`src/rtl/lfsr_word_gen.sv`:
```
// Fibonacci LFSR word generator. The state shifts SHIFTS times per output word.
// Words go out through a one-entry output register with a valid/ready handshake.
//
// Handshake: out_valid stays high with out_data frozen until the consumer raises
// out_ready. A word transfers on any rising edge where out_valid && out_ready.
// When a word is due and the register is still occupied, the generator stalls
// (no shift) rather than drop the word. This keeps the sequence deterministic
// for a given seed.
module lfsr_word_gen #(
  parameter int               WIDTH      = 52,
  parameter logic [WIDTH-1:0] TAPS       = 52'h9000000000000,
  parameter int               OUT_W      = 16,
  parameter int               SHIFTS     = 16,
  parameter logic [WIDTH-1:0] RESET_SEED = 52'h1
) (
  input  logic             clk,
  input  logic             reset,
  input  logic             en,
  input  logic             seed_load,
  input  logic [WIDTH-1:0] seed,
  output logic [OUT_W-1:0] out_data,
  output logic             out_valid,
  input  logic             out_ready,
  output logic             stalled,
  output logic [1:0]       dbg_state
);

  typedef enum logic [1:0] {
    IDLE  = 2'd0,
    RUN   = 2'd1,
    STALL = 2'd2
  } ctrl_e;

  localparam logic [15:0]      LAST = 16'(SHIFTS - 1);
  localparam logic [WIDTH-1:0] ONE  = WIDTH'(1);

  logic [WIDTH-1:0] state;
  logic [WIDTH-1:0] state_nxt;
  logic [15:0]      cnt;
  logic             fb;
  logic             due;
  logic             accept;
  ctrl_e            ctrl;

  // Next LFSR state, including the all-zero lock-up guard, and the control decode.
  always_comb begin
    fb        = ^(state & TAPS);
    state_nxt = (state == '0) ? ONE : {state[WIDTH-2:0], fb};
    due       = (cnt == LAST);
    accept    = out_valid && out_ready;
    if (!en) begin
      ctrl = IDLE;
    end else if (due && out_valid && !out_ready) begin
      ctrl = STALL;
    end else begin
      ctrl = RUN;
    end
    stalled   = (ctrl == STALL);
    dbg_state = ctrl;
  end

  // State, shift counter and output register.
  // Priority order: reset, then seed load, then shifting and handshake.
  always_ff @(posedge clk) begin
    if (reset) begin
      state     <= RESET_SEED;
      cnt       <= '0;
      out_valid <= 1'b0;
      out_data  <= '0;
    end else if (seed_load) begin
      state     <= (seed == '0) ? ONE : seed;
      cnt       <= '0;
      out_valid <= 1'b0;
    end else if (ctrl == RUN) begin
      state <= state_nxt;
      if (due) begin
        cnt       <= '0;
        out_data  <= state_nxt[OUT_W-1:0];
        out_valid <= 1'b1;
      end else begin
        cnt <= cnt + 16'd1;
        if (accept) out_valid <= 1'b0;
      end
    end else if (accept) begin
      out_valid <= 1'b0;
    end
  end

endmodule

```
`config.mk`:
```
export PLATFORM = sky130hd
export DESIGN_NAME = lfsr_word_gen
export DESIGN_NICKNAME = d
export VERILOG_FILES = /design/src/rtl/lfsr_word_gen.sv
export SDC_FILE = /design/constraint.sdc
export NUM_CORES = 1
export LEC_CHECK = 0
export CAP_MARGIN = 20
export CORE_MARGIN = 5
export CORE_UTILIZATION = 52
export DETAILED_ROUTE_END_ITERATION = 16
export HOLD_SLACK_MARGIN = 0.12
export PLACE_DENSITY = 0.8
export SETUP_SLACK_MARGIN = 0.05
export SYNTH_ARGS = -nofsm -noshare
export SYNTH_HDL_FRONTEND = slang
export SYNTH_SLANG_ARGS = --single-unit
export TNS_END_PERCENT = 20
```
`constraint.sdc`:
```
create_clock -name clk -period 2.45 [get_ports clk]
set_input_delay 0.6125 -clock clk [delete_from_list [all_inputs] [get_ports clk]]
set_output_delay 0.6125 -clock clk [all_outputs]
set_load 0.05 [all_outputs]
```
==> reports/qor.txt <==
status: completed
drt wl/cell: 17.1 um
vias in the first global route: 3904
worst reg2reg path startpoint: cnt[0]
die area: 0.00952 sq mm
min cycle time layout: 2.44 ns
antenna cells: 0
clock latency on the worst-skew pair: 0.35 ns
asr flop ratio synth: 0%
port buffer count: 76
clk_skew: 0.0109 ns
CTS tree: done
Layout Nets: 611
via-per-instance ratio: 6.07
Max-Cap Viols: 0
Crit. Startpoint: cnt[0]
WS Path Type: reg2out
power density over cell area: 575 mW/mm^2
Detail Placement HPWL: 7.87 mm
grt total ovfl: 0
final instance area: 0.00515 sq mm
Final Total Pwr: 2.96 mW
first-pass GRT wire length: 18.6 mm
Post-synth EDFFs: 0
Crit path required time: 1.84 ns
Final Max Tran Viols: 0
clk buf depth: 2
DR iter-0 viols: 289
# rows: 32
antenna-violating nets left: 0
post-synthesis cell type count: 42
DRC violations left: 0
Core Footprint: 0.00761 sq mm
most used flip-flop cell after synthesis: dfxtp_1
Syn Inst Count: 483
max layer used: met4
die height: 97.6 um
RD Place Congestion: 0.852
Flop pwr share: 51.3%
FMAX: 0.409 GHz
min-delay src: out_data[10]
met3 WL: 604 um
Psw: 0.805 mW
crit end category: primary output
area delta synth->final: 29.1%
clock root cell: clkbuf_8
IO Pins: 77
Ys Warns: 0
Layout fillers: 607
CTS Buf Count: 9
Peak VDD IR: 0.284 mV
Sw Ratio: 27.2%
Reg clk slew, reported paths: 0.09 ns
commonest cells after routing, fill and taps aside: 101 x nor3_1, 83 x nor2_1, 78 x dfxtp_1
CTS sink cnt: 85
Leak: 1.71 nW
main area contributors after synthesis: dfxtp_1 43%, nor3_1 13%, nor4_1 11%
final hold vios: 0
via count: 4007
Final setup viols: 0
cts hold-fix bufs: 0
sequential fraction of the synthesis area: 42.7%
commonest non-fill, non-tap cell in the layout: nor3_1
layout cell share with drive strength beyond 1: 12.2%
wirelength, routed: 11.3 mm
syn_nets: 541
critical path arrival: 1.83 ns
drt first pass iters: 5
post-place instance area: 0.00487 sq mm
Post-Synthesis Cell Area: 0.00399 sq mm
Slew headroom: 62.8%
top cell type's share of synthesized area: 42.7%
worst-path fanout max: 4
wire length on met2: 5.51 mm
largest net degree at the start of global routing: 40
part of the power in combinational logic: 13.5%
GRT Total Usage: 23.7%
final hold slack: 0.504 ns
initial antenna violation count: 0
hold crit path type: reg2reg
Avg Cell Area, Syn: 8.26 sq um
Slew @ Worst Pin: 0.558 ns
Tcrit/Tclk final: 99.8%
cell internal pwr: 2.16 mW
CP Launch Type: flip-flop
Initial Utilization: 52.4%
die width: 97.6 um
RSZ-0062 raised after global routing: true
Clock power frac: 35.2%
M1 WL: 4.93 mm
H-tree depth: 3
area leader, netlist: dfxtp_1
flops & latches, synth: 85
## critical path: stages (launching register included)
cell and delay (ns):
dfxtp_2 0.37, ha_4 0.16, and3_4 0.21, nand4_4 0.13, or2_4 0.30, nor2_4 0.15
buf_12 0.16
## Yosys cell counts, types with 5 or more instances
master / count
nor2_1: 84
nand4_1: 10
nand2_1: 6
nor4_1: 73
nor3_1: 101
buf_6: 5
mux2i_1: 15
dfxtp_1: 85
clkbuf_1: 28
a21oi_1: 5
nand3_1: 6
xor2_1: 7
## state kept, by name, summed over array words and instances (netlist names)
signal and count:
cnt 16, out_data 16, out_valid 1, state 52
## cells by family (layout without fill, tap and decap cells)
group                      Yosys count  in the layout  share of synthesized area [%]
AOI/OAI and AO/OA                   26             26                           5.55
xor gates and xnor gates            11             11                           2.42
adders and majority gates            1              1                          0.314
buffers and inverters               46            121                           5.58
DFF                                 85             85                           42.7
muxes                               15             15                           3.77
and+or+nand+nor                    299            299                           39.7
## power groups by stage
stage / logic, mW / registers (mW) / clock network [mW]
CTS: 0.396 / 1.52 / 1.05
global placement: 0.381 / 1.55 / 0
global route: 0.437 / 1.53 / 1.10
detailed placement: 0.391 / 1.55 / 0
floorplan: 0.232 / 1.53 / 0
finish: 0.399 / 1.52 / 1.04
## metrics by stage
step / worst slack (ns) / util [%] / setup TNS (ns) / std cells
floorplan: 0.0832 / - / 0 / 483
global placement: 0.0774 / 64.0 / 0 / 639
detailed placement: 0.00308 / 64.0 / 0 / 639
CTS: 0.00143 / 67.7 / 0 / 660
global route: -0.0957 / 67.7 / -0.191 / 660
finish: 0.00550 / 67.7 / 0 / 660
## cell type report
type	count	area, sq um	area share (%)
multi-input cells	352	2110	40.9
flip-flops and latches	85	1710	33.3
repair buffers	100	973	18.9
clock buffers	11	141	2.75
well taps	102	128	2.48
clock inverters	5	67.6	1.31
inverters	5	18.8	0.364
## what timing repair did
item / 4_1_cts / 5_1_grt
endpoints found under the hold margin: 0 / 0
endpoints found under the setup margin: 3 / 3
buffers inserted: 5 / 0
pin swaps: 6 / 0
gates resized for setup: 12 / 0
## routing by layer
layer / global-route usage, % / vias to the layer above
met4: 9.80 / 0
met2: 39.5 / 154
li1: - / 1935
met3: 3.73 / 23
met1: 30.4 / 1895
met5: 0 / -
## final timing paths
path	endpoint	slack (ns)	cells past startpoint
setup reg to reg	state[28]	0.37	8
hold reg to reg	out_data[10]	0.50	2
hold / removal	out_data[10]	0.50	2
setup / recovery	dbg_state[1]	0.006	6
(Power assumes the default switching activity.)
